**config.mk**
```make
export PLATFORM = sky130hd
export DESIGN_NAME = lac_trig_seq
export DESIGN_NICKNAME = d
export VERILOG_FILES = /design/src/rtl/lac_pkg.sv /design/src/rtl/lac_trig_cmp.sv /design/src/rtl/lac_trig_seq.sv
export SDC_FILE = /design/constraint.sdc
export NUM_CORES = 1
export LEC_CHECK = 0
export CAP_MARGIN = 20
export CORE_UTILIZATION = 45
export CTS_CLUSTER_SIZE = 20
export DETAILED_ROUTE_END_ITERATION = 7
export PLACE_DENSITY = 0.65
export SYNTH_ARGS = -nofsm -noshare
export SYNTH_HDL_FRONTEND = slang
export SYNTH_SLANG_ARGS = --single-unit
```
**constraint.sdc**
```tcl
create_clock -name clk -period 3.58 [get_ports clk]
set_input_delay 0.895 -clock clk [delete_from_list [all_inputs] [get_ports clk]]
set_output_delay 0.895 -clock clk [all_outputs]
set_load 0.005 [all_outputs]
```
**src/rtl/lac_pkg.sv**
```systemverilog
// rtl/lac_pkg.sv - shared codes for the logic-analyzer trigger sequencer
package lac_pkg;

  localparam logic [1:0] FLD_MASK  = 2'd0;
  localparam logic [1:0] FLD_COND  = 2'd1;
  localparam logic [1:0] FLD_COUNT = 2'd2;
  localparam logic [1:0] FLD_CTRL  = 2'd3;

  localparam int CTRL_LAST = 0;
  localparam int CTRL_NEG  = 1;

  typedef enum logic [1:0] {
    S_IDLE  = 2'd0,
    S_ARMED = 2'd1,
    S_TRIG  = 2'd2
  } state_t;

endpackage

```
**src/rtl/lac_trig_cmp.sv**
```systemverilog
// rtl/lac_trig_cmp.sv - mask/compare/negate match for one trigger stage
module lac_trig_cmp #(
  parameter int width = 8
) (
  input  logic [width-1:0] probe,
  input  logic [width-1:0] mask,
  input  logic [width-1:0] cond,
  input  logic             neg,
  output logic             match
);

  assign match = ((probe & mask) == (cond & mask)) ^ neg;

endmodule

```
**src/rtl/lac_trig_seq.sv**
```systemverilog
// rtl/lac_trig_seq.sv - multi-stage trigger sequencer with byte-wide config table
module lac_trig_seq #(
  parameter int width     = 8,
  parameter int stages    = 4,
  parameter int cnt_width = 8
) (
  input  logic             clk,
  input  logic             reset_n,
  input  logic             cfg_we,
  input  logic [3:0]       cfg_adr,
  input  logic [7:0]       cfg_dat,
  input  logic             arm,
  input  logic             disarm,
  input  logic [width-1:0] probe,
  output logic             armed,
  output logic             triggered,
  output logic             trig,
  output logic [1:0]       stage,
  output logic             cfg_err
);
  import lac_pkg::*;

  // Table lives in flops so that every field is cleared by reset.
  logic [width-1:0]     mask_t  [stages];
  logic [width-1:0]     cond_t  [stages];
  logic [cnt_width-1:0] count_t [stages];
  logic [7:0]           ctrl_t  [stages];

  state_t               state;
  logic [cnt_width-1:0] cnt;

  logic                 match;
  logic                 in_range;
  logic                 wr_ok;
  logic [cnt_width-1:0] cnt_inc;
  logic [cnt_width-1:0] eff_count;
  logic                 done;
  logic                 is_final;

  lac_trig_cmp #(.width(width)) u_cmp (
    .probe (probe),
    .mask  (mask_t[stage]),
    .cond  (cond_t[stage]),
    .neg   (ctrl_t[stage][CTRL_NEG]),
    .match (match)
  );

  assign in_range  = int'(cfg_adr[3:2]) < stages;
  assign wr_ok     = cfg_we && in_range && (state != S_ARMED);
  assign cnt_inc   = (&cnt) ? cnt : cnt + cnt_width'(1);
  assign eff_count = (count_t[stage] == '0) ? cnt_width'(1) : count_t[stage];
  assign done      = match && (cnt_inc >= eff_count);
  assign is_final  = ctrl_t[stage][CTRL_LAST] || (stage == 2'(stages - 1));

  always_ff @(posedge clk or negedge reset_n) begin
    if (!reset_n) begin
      for (int i = 0; i < stages; i++) begin
        mask_t[i]  <= '0;
        cond_t[i]  <= '0;
        count_t[i] <= '0;
        ctrl_t[i]  <= '0;
      end
    end else if (wr_ok) begin
      case (cfg_adr[1:0])
        FLD_MASK:  mask_t[cfg_adr[3:2]]  <= width'(cfg_dat);
        FLD_COND:  cond_t[cfg_adr[3:2]]  <= width'(cfg_dat);
        FLD_COUNT: count_t[cfg_adr[3:2]] <= cnt_width'(cfg_dat);
        default:   ctrl_t[cfg_adr[3:2]]  <= cfg_dat;
      endcase
    end
  end

  always_ff @(posedge clk or negedge reset_n) begin
    if (!reset_n) begin
      state     <= S_IDLE;
      cnt       <= '0;
      stage     <= '0;
      armed     <= 1'b0;
      triggered <= 1'b0;
      trig      <= 1'b0;
      cfg_err   <= 1'b0;
    end else begin
      trig <= 1'b0;
      if (cfg_we && in_range && state == S_ARMED) cfg_err <= 1'b1;
      // disarm outranks arm, and both outrank this cycle's probe sample
      if (disarm) begin
        state     <= S_IDLE;
        cnt       <= '0;
        stage     <= '0;
        armed     <= 1'b0;
        triggered <= 1'b0;
      end else if (arm) begin
        state     <= S_ARMED;
        cnt       <= '0;
        stage     <= '0;
        armed     <= 1'b1;
        triggered <= 1'b0;
        cfg_err   <= 1'b0;
      end else if (state == S_ARMED) begin
        if (!match) begin
          cnt <= '0;
        end else if (!done) begin
          cnt <= cnt_inc;
        end else if (is_final) begin
          state     <= S_TRIG;
          cnt       <= '0;
          armed     <= 1'b0;
          triggered <= 1'b1;
          trig      <= 1'b1;
        end else begin
          stage <= stage + 2'd1;
          cnt   <= '0;
        end
      end
    end
  end

endmodule

```
== After elaboration in Yosys (flattened, before gate mapping) ==
Cells that the tools add are included.

* Bits in latches: 0
* Memory bits (writable): 0
* Memory bits (read-only): 0
* Word-level logic and storage cells: 119
* Bits in registers: 144
* Memories kept: 0
* Input port bits: 25

* Mux-type cells: 58
* Add/subtract/negate cells: 2
* Div/mod/pow operators: 0
* Multiply operators: 0
* Bitwise gates (word level): 6
* Magnitude comparators: 4
* Reduce and logical (&&, ||, !) cells: 19
* Shifts and indexed selects: 0
* Equality and inequality tests: 7

{| class="wikitable"
|+ Operators by type and width
! operator !! number
|-
| bitwise mux 32 bit || 4
|-
| 2-to-1 mux 8 bit || 14
|-
| binary-select mux 8 bit (select 2 bit) || 4
|-
| 2-to-1 mux 2 bit || 14
|-
| 2-to-1 mux 1 bit || 21
|-
| AND 8 bit || 2
|-
| demux 8 bit (select 2 bit) || 1
|-
| nonzero test 3 bit || 4
|-
| adder 8 x 1 -> 8 bit (second input constant) || 1
|-
| equality test 8 bit || 1
|-
| greater-or-equal comparator 8 bit || 1
|-
| zero test 8 bit || 1
|-
| AND reduction 2 bit || 4
|-
| AND reduction 4 bit || 2
|-
| AND reduction 8 bit || 1
|-
| greater-or-equal comparator 3 bit (second input constant) || 2
|-
| inverter 2 -> 3 bit || 2
|-
| equality test 2 x 1 -> 1 bit (second input constant) || 2
|-
| equality test 2 bit (second input constant) || 2
|-
| logical AND 1 bit || 4
|-
| less-than comparator 3 x 1 -> 1 bit (second input constant) || 1
|-
| != test 3 bit (second input constant) || 1
|-
| OR reduction 3 bit || 1
|-
| adder 2 x 1 -> 2 bit (second input constant) || 1
|-
| 5 further kinds || 5
|}

== Logic depth before layout (Yosys ltp) ==
Gate-level depths: netlist (run 1).

* Word-level depth: 13
* Gate-level depth with buffers: 13

== Modules after synthesis ==
From an unflattened synthesis (run 1), not the netlist that was laid out.

* Cells, all modules: 416
* Area, all modules: 5753.0 um^2

{| class="wikitable"
|+ By module, submodules not included
! module !! cells each !! instances !! area each (um^2)
|-
| lac_trig_seq || 402 || 1 || 5637.9
|-
| lac_trig_cmp || 14 || 1 || 115.1
|}

== Worst setup path before layout (run 1) ==
Ideal clock, no wire load.

* Kind: register to register
* Start: register stage[0]
* End: register cnt[0]
* Arrival time: 3.339 ns
* Library setup time: 0.074 ns
* Stages on the path, launching flop included: 14
* Required time: 3.506 ns
* Path slack: 0.167 ns
* Cell sequence: dfrtp_1 > buf_4 > buf_2 > mux4_2 > nor4_1 > a41o_1 > ha_1 > nand2b_1 > a211oi_1 > o21ai_0 > a2111oi_0 > nand3_1 > and2_2 > o21ai_2

* Longest elaborated chain between the ends: 13
* Elaborated cells on any way between the ends: 26
* Those cells by class: order compare (1); eq/ne (1); mux (18); bitwise (4); reduce/logical (2)

{| class="wikitable"
|+ RTL lines
! item !! line !! text
|-
| start: declaration || lac_trig_seq.sv:18 || <nowiki>output logic [1:0] stage,</nowiki>
|-
| start signal: assignment || lac_trig_seq.sv:111 || <nowiki>stage <= stage + 2'd1;</nowiki>
|-
| inverter 2 -> 3 bit (not written as such) (*) || -- ||
|-
| binary-select mux 8 bit (select 2 bit), on equally long branches || lac_trig_seq.sv:51, lac_trig_seq.sv:42, lac_trig_seq.sv:43 ||
|-
| 2-to-1 mux 8 bit, on equally long branches (2 in series) || lac_trig_seq.sv:51, lac_trig_seq.sv:42, lac_trig_seq.sv:43 ||
|-
| zero test 8 bit / AND 8 bit (equally long branches) || lac_trig_seq.sv:51, lac_trig_cmp.sv:12 ||
|-
| 2-to-1 mux 8 bit / equality test 8 bit (equally long branches) || lac_trig_seq.sv:51, lac_trig_cmp.sv:12 ||
|-
| greater-or-equal comparator 8 bit / bitwise XOR 1 bit (equally long branches) || lac_trig_seq.sv:52, lac_trig_cmp.sv:12 ||
|-
| logical AND 1 bit || lac_trig_seq.sv:52 || <nowiki>assign done = match && (cnt_inc >= eff_count);</nowiki>
|-
| 2-to-1 mux 8 bit || lac_trig_seq.sv:102 || <nowiki>end else if (!done) begin</nowiki>
|-
| 2-to-1 mux 8 bit (*) || lac_trig_seq.sv:100 || <nowiki>if (!match) begin</nowiki>
|-
| 2-to-1 mux 8 bit (*) || lac_trig_seq.sv:99 || <nowiki>end else if (state == S_ARMED) begin</nowiki>
|-
| 2-to-1 mux 8 bit (*) || lac_trig_seq.sv:92 || <nowiki>end else if (arm) begin</nowiki>
|-
| 2-to-1 mux 8 bit (*) || lac_trig_seq.sv:86 || <nowiki>if (disarm) begin</nowiki>
|-
| end signal: assignment || lac_trig_seq.sv:103 || <nowiki>cnt <= cnt_inc;</nowiki>
|-
| end: declaration || lac_trig_seq.sv:30 || <nowiki>logic [cnt_width-1:0] cnt;</nowiki>
|}

Mark *: on every way between the ends. The rest lies on a longest branch, timed or not. The select of a mux whose other input is x is not followed.
A chain may end at the register's enable or synchronous reset.

== Final worst setup path (run 1) ==
Ends and elaborated chain as after synthesis.

==> results of run 1 <==
worst paths after layout:
kind                                          endpoint  slack (ps)  cells after the start
worst max-delay path                cnt[0]$_DFFE_PN0P_         250                     11
worst min-delay path             ctrl_t[1]$_DFFE_PN0P_         500                      1
worst max register to register      cnt[0]$_DFFE_PN0P_         250                     11
worst min register to register   ctrl_t[1]$_DFFE_PN0P_         500                      1
max in group asynchronous       mask_t[16]$_DFFE_PN0P_        2230                      2
min in group asynchronous       ctrl_t[16]$_DFFE_PN0P_         610                      1
registers in the layout, indices dropped and copies added, names as in the netlist, 2 cells and up:
signal / flops
mask_t: 32
count_t: 32
cnt: 8
cond_t: 32
ctrl_t: 8
stage: 2
logic make-up (layout without fill, tap and decap cells):
| kind of cell | after synthesis | after routing | synth area share |
|---|---|---|---|
| AOI/OAI and AO/OA | 54 | 54 | 0.0729 |
| buffers and inverters | 27 | 86 | 0.0193 |
| and+or+nand+nor | 82 | 82 | 0.0731 |
| DFF | 118 | 118 | 0.516 |
| xor gates and xnor gates | 33 | 33 | 0.0505 |
| adders and majority gates | 10 | 10 | 0.0219 |
| muxes | 115 | 115 | 0.246 |
cells in the final DEF (no fill, tap or decap), drive strengths merged, types with 2 or more instances in the layout:
cell type	instances
nand2b	9
nor3	5
clkdlybuf4s50	29
and2	2
xor2	32
nand2	16
o211ai	2
a21o	5
or2	2
a22oi	9
a21oi	10
clkinv	5
mux4	10
a211oi	3
a222oi	4
and2b	3
and3	3
dfrtp	118
a2111oi	2
ha	10
nand4	4
inv	11
o21ai	5
a22o	5
buf	14
nor2	23
nor4	3
a31oi	2
mux2	105
nand3	10
clkbuf	23
o2111ai	2
bufinv	4
repair_timing:
action | CTS | global route
endpoints found under the hold margin | 0 | 0
setup endpoints to repair | 0 | 10
gates resized for setup | 0 | 5
area by class of cell:
cell class	count	area share
Sequential cell	118	0.428
Multi-Input combinational cell	294	0.387
Clock buffer	23	0.0678
Timing Repair Buffer	43	0.0591
Tap cell	168	0.0305
Clock inverter	9	0.0216
Inverter	11	0.00598
metal layers:
metal / up-vias / global-route usage
met1: 1926 / 0.287
met5: - / 0
met2: 55 / 0.322
li1: 1698 / -
met3: 19 / 0.0538
met4: 0 / 0.0753
power breakdown:
part / switching [W] / total, W / internal [W] / leakage, nW
Combinational: 0.000305 / 0.000695 / 0.000390 / 1.30
Clock: 0.000576 / 0.00177 / 0.00120 / 0.305
Sequential: 0.000151 / 0.00176 / 0.00161 / 1.49
through the flow:
step                area (sq um)  setup WS, ps  cells  total power (W)   util
detailed placement          6270          60.2    634          0.00248  0.513
CTS                         6890          27.1    666          0.00427  0.564
floorplan                   5720           167    439          0.00225      -
global placement            6270           111    634          0.00245  0.513
global route                6900          9.23    666          0.00442  0.565
finish                      6900           251    666          0.00423  0.565
critical path, stage by stage, from the launching register on:
cell and delay, ps:
dfrtp_2 480, mux4_2 550, nor4_1 310, a41o_1 230
ha_1 220, nand2b_1 140, a211oi_1 230, o21ai_0 190
a2111oi_1 370, nand3_1 200, and2_2 240, o21ai_2 90
==> impl_metrics.env, run 1 <==
export IMPL_run_status="completed"
export IMPL_layout_drive_gt1_share=0.353
export IMPL_synthesis_area_sq_mm=0.00572
export IMPL_final_setup_viol_count=0
export IMPL_leakage_nw=3.10
export IMPL_postSynthNetCount=474
export IMPL_n_antenna_cell=0
export IMPL_clock_path_buffers=2
export IMPL_cts_hold_buffers=0
export IMPL_yosysSeqAreaShare=0.516
export IMPL_routed_via_density=5.55
export IMPL_tns_ps=0
export IMPL_cts_sinks=118
export IMPL_numPortBuffers=30
export IMPL_insertion_delay_ps=420
export IMPL_setup_worst_path_end_class="flop"
export IMPL_cts_tree="done"
export IMPL_met1_length_um=5980
export IMPL_synth_top_flop_cell="dfrtp_1"
export IMPL_setup_worst_path_start="stage[0]$_DFFE_PN0P_"
export IMPL_met2WireLength_um=5790
export IMPL_highest_attainable_clock_frequency_ghz=0.300
export IMPL_rsz0062_at_grt="false"
export IMPL_cts_root_buffer="clkbuf_16"
export IMPL_num_rows=40
export IMPL_synthesized_instance_count=439
export IMPL_drc=0
export IMPL_timing_max_transition_violations_final=0
export IMPL_power_density_mw_per_mm2=613
export IMPL_initial_utilization=0.468
export IMPL_grt_antenna_before_repair=0
export IMPL_h_tree_depth=4
export IMPL_timing_clock_skew_ps=8.73
export IMPL_multi_input_area_sq_mm=0.00267
export IMPL_maximum_number_of_pins_on_one_net_before_global_route_repair=71
export IMPL_final_wirelength_um=12300
export IMPL_boundaryPins=31
export IMPL_final_fill_count=1031
export IMPL_dp_final_hpwl_um=8570
export IMPL_fin_hold_ws_ps=499
export IMPL_yosysMostFrequentCell="dfrtp_1"
export IMPL_dr_wl_met3_um=378
export IMPL_ant_nets=0
export IMPL_timing_rr_start="stage[0]$_DFFE_PN0P_"
export IMPL_fp_dieH_um=115
export IMPL_peakVddDrop_mv=0.333
export IMPL_worst_slew_pin_transition_ps=916
export IMPL_drt_pass1_iterations=4
export IMPL_clkSlewWorstSetupHoldPaths_ps=50
export IMPL_synth_edff_count=0
export IMPL_drt_iter0_drc=233
export IMPL_grt_first_pass_wirelength_um=20200
export IMPL_cp_data_arrival_time_ps=3680
export IMPL_core_sq_mm=0.0122
export IMPL_dr_max_layer_used="met4"
export IMPL_final_clock_period_utilization_by_the_worst_path=0.930
export IMPL_first_global_vias=3804
export IMPL_synth_yosys_warnings=0
export IMPL_synth_async_reset_ratio=1.00
export IMPL_synth_largest_area_cell="dfrtp_1"
export IMPL_cts_buffer_count=17
export IMPL_die_area_sq_mm=0.0132
export IMPL_min_period_ps=3330
export IMPL_globalRouteOverflowTotal=0
export IMPL_cp_data_required_time_ps=3930
export IMPL_post_synth_most_frequent_cells="118 x dfrtp_1, 105 x mux2_2, 32 x xor2_1, 23 x nor2_1, 16 x nand2_1"
export IMPL_synth_largest_type_area_fraction=0.516
export IMPL_routed_via_count=3698
export IMPL_finalWeightedCongestion=0.804
export IMPL_synthDistinctLibCells=45
export IMPL_avgRoutedWirePerCell_um=18.5
export IMPL_max_cap_viol_count=0
export IMPL_critical_path_max_fanout=6
export IMPL_grt_use_total=0.209
export IMPL_area_sequential_sq_mm=0.00295
export IMPL_areaGrowthSynthToFinish_pct=20.7
export IMPL_avgSynthCellArea_sq_um=13.0
export IMPL_fp_dieW_um=115
export IMPL_synth_seq_cells=118
export IMPL_slew_limit_headroom=0.389
export IMPL_cts_setup_buffers=0
export IMPL_worst_setup_path_class="flop to flop"
export IMPL_hold_path_startpoint="ctrl_t[1]$_DFFE_PN0P_"
export IMPL_synthTopCellsByArea="dfrtp_1 52%, mux2_2 21%, xor2_1 4.9%"
export IMPL_timing_critical_path_from_type="flop"
export IMPL_final_net_count=520
export IMPL_hold_path_class="flop to flop"
export IMPL_report_final_hold_viol_count=0
Power figures use the tool's default switching activity.
==> run 2, diff against run 1 <==
--- a/config.mk
+++ b/config.mk
@@ -6,10 +6,11 @@
 export NUM_CORES = 1
 export LEC_CHECK = 0
 export CAP_MARGIN = 20
+export CORE_MARGIN = 2
 export CORE_UTILIZATION = 45
 export CTS_CLUSTER_SIZE = 20
 export DETAILED_ROUTE_END_ITERATION = 7
-export PLACE_DENSITY = 0.65
+export DONT_BUFFER_PORTS = 1
 export SYNTH_ARGS = -nofsm -noshare
 export SYNTH_HDL_FRONTEND = slang
 export SYNTH_SLANG_ARGS = --single-unit
==> impl_metrics.env, run 2 (synthesized netlist as in run 1, its figures left out) <==
export IMPL_initial_utilization=0.457
export IMPL_fp_dieW_um=117
export IMPL_final_net_count=485
export IMPL_clock_path_buffers=2
export IMPL_power_density_mw_per_mm2=633
export IMPL_n_antenna_cell=0
export IMPL_boundaryPins=31
export IMPL_ant_nets=0
export IMPL_final_instance_count_excl_fill=635
export IMPL_highest_attainable_clock_frequency_ghz=0.306
export IMPL_drt_iter0_drc=310
export IMPL_dpl_instance_area_sq_mm=0.00591
export IMPL_numPortBuffers=0
export IMPL_placed_instances=601
export IMPL_routed_via_count=3493
export IMPL_first_global_vias=3660
export IMPL_layout_commonest_cell="dfrtp_1"
export IMPL_maximum_number_of_pins_on_one_net_before_global_route_repair=119
export IMPL_cts_root_buffer="clkbuf_16"
export IMPL_finalWeightedCongestion=0.837
export IMPL_num_rows=41
export IMPL_timing_max_transition_violations_final=0
export IMPL_routed_via_density=5.50
export IMPL_cp_data_required_time_ps=3930
export IMPL_h_tree_depth=4
export IMPL_final_clock_period_utilization_by_the_worst_path=0.914
export IMPL_dp_final_hpwl_um=8220
export IMPL_grt_first_pass_wirelength_um=19500
export IMPL_drc=0
export IMPL_final_wirelength_um=12100
export IMPL_die_area_sq_mm=0.0136
export IMPL_globalRouteOverflowTotal=0
export IMPL_drt_pass1_iterations=4
export IMPL_final_fill_count=1082
export IMPL_areaGrowthSynthToFinish_pct=14.8
export IMPL_peakVddDrop_mv=0.342
export IMPL_grt_use_total=0.195
export IMPL_cts_hold_buffers=0
export IMPL_clkSlewWorstSetupHoldPaths_ps=60
export IMPL_min_period_ps=3270
export IMPL_core_sq_mm=0.0125
export IMPL_layout_drive_gt1_share=0.371
export IMPL_grt_antenna_before_repair=0
export IMPL_cts_sinks=118
export IMPL_layout_top_registers="cond_t x32, count_t x32, mask_t x32"
export IMPL_insertion_delay_ps=420
export IMPL_cts_tree="done"
export IMPL_avgRoutedWirePerCell_um=19.0
export IMPL_cts_buffer_count=17
export IMPL_slew_limit_headroom=0.405
export IMPL_leakage_nw=2.94
export IMPL_layout_common_cells="117 x dfrtp_1, 105 x mux2_2, 32 x xor2_1"
export IMPL_fp_dieH_um=117
export IMPL_placement_setup_worst_slack_ps=57.3
export IMPL_critical_path_max_fanout=13
export IMPL_final_setup_viol_count=0
export IMPL_worst_setup_path_class="flop to flop"
export IMPL_cp_data_arrival_time_ps=3620
export IMPL_report_final_hold_viol_count=0
export IMPL_max_cap_viol_count=0
export IMPL_timing_critical_path_from_type="flop"
export IMPL_worst_slew_pin_transition_ps=889
export IMPL_stdcell_area_sq_mm=0.00657
export IMPL_hold_path_class="primary input to async pin"
export IMPL_setup_worst_path_end_class="flop"
export IMPL_timing_clock_skew_ps=9.93
export IMPL_run_status="completed"
export IMPL_least_setup_slack_across_all_paths_after_layout_ps=308
==> run 2: cell types whose count changed in the layout (fill, tap and decap cells not counted), moves of 2 or more <==
cell             previous run  this run
clkdlybuf4s50_1            29         0
buf_4                      13         8
clkbuf_1                    4         2
clkinvlp_4                  0         2
==> run 2: worst max-delay path, cell delays in order, from the launching register on <==
cell,delay (ps)
dfrtp_2,460
buf_4,260
mux4_2,540
a41o_1,230
ha_1,280
nand2b_1,150
a211oi_1,270
o21ai_1,140
a2111oi_2,360
nand3_1,180
and2_2,240
o21ai_2,90
==> run 2: worst paths after layout <==
check / start / endpoint / slack (ps) / depth (start not counted)
worst max-delay path: stage[0]$_DFFE_PN0P_ / cnt[0]$_DFFE_PN0P_ / 310 / 11
worst min-delay path: reset_n / cond_t[13]$_DFFE_PN0P_ / 170 / 0
worst max register to register: stage[0]$_DFFE_PN0P_ / cnt[0]$_DFFE_PN0P_ / 310 / 11
worst min register to register: count_t[0]$_DFFE_PN0P_ / count_t[0]$_DFFE_PN0P_ / 500 / 1
max in group asynchronous: reset_n / cond_t[2]$_DFFE_PN0P_ / 3240 / 0
min in group clk: count_t[0]$_DFFE_PN0P_ / count_t[0]$_DFFE_PN0P_ / 500 / 1
==> run 2: timing repair <==
action                                  CTS  global route
pin swaps                                 0             1
resized for setup                         1             5
endpoints found under the setup margin    5             9
buffers inserted                          0             2
==> run 2: area by class of cell <==
type,count,area (sq um),area share
clock buffer,20,447,0.0680
clock inverter,12,176,0.0269
inverter,11,41.3,0.00629
multi-input combinational,294,2670,0.407
sequential,118,2950,0.450
tap,172,215,0.0328
timing repair buffer,8,60.1,0.00915
==> run 2: metrics by stage <==
stage	hold slack [ps]	total power, W	utilization	setup TNS [ps]
floorplan	475	0.00225	-	0
global placement	485	0.00236	0.472	0
detailed placement	492	0.00238	0.472	0
CTS	149	0.00419	0.522	0
global route	149	0.00436	0.524	-18.1
finish	169	0.00415	0.524	0
==> run 2: per-layer routing <==
layer / share of wire / GRT usage / wire (um) / up-vias
li1: - / - / - / 1630
met1: 0.50 / 0.272 / 6010 / 1796
met2: 0.45 / 0.291 / 5410 / 63
met3: 0.047 / 0.0612 / 571 / 4
met4: 0.0056 / 0.0604 / 67 / 0
met5: 0 / 0 / 0 / -
==> run 2: power by group <==
part	leakage, nW	internal, W	switching [W]
Sequential	1.49	0.00161	0.000151
Clock	0.300	0.00118	0.000603
Combinational	1.15	0.000362	0.000242
Total	2.94	0.00316	0.000996
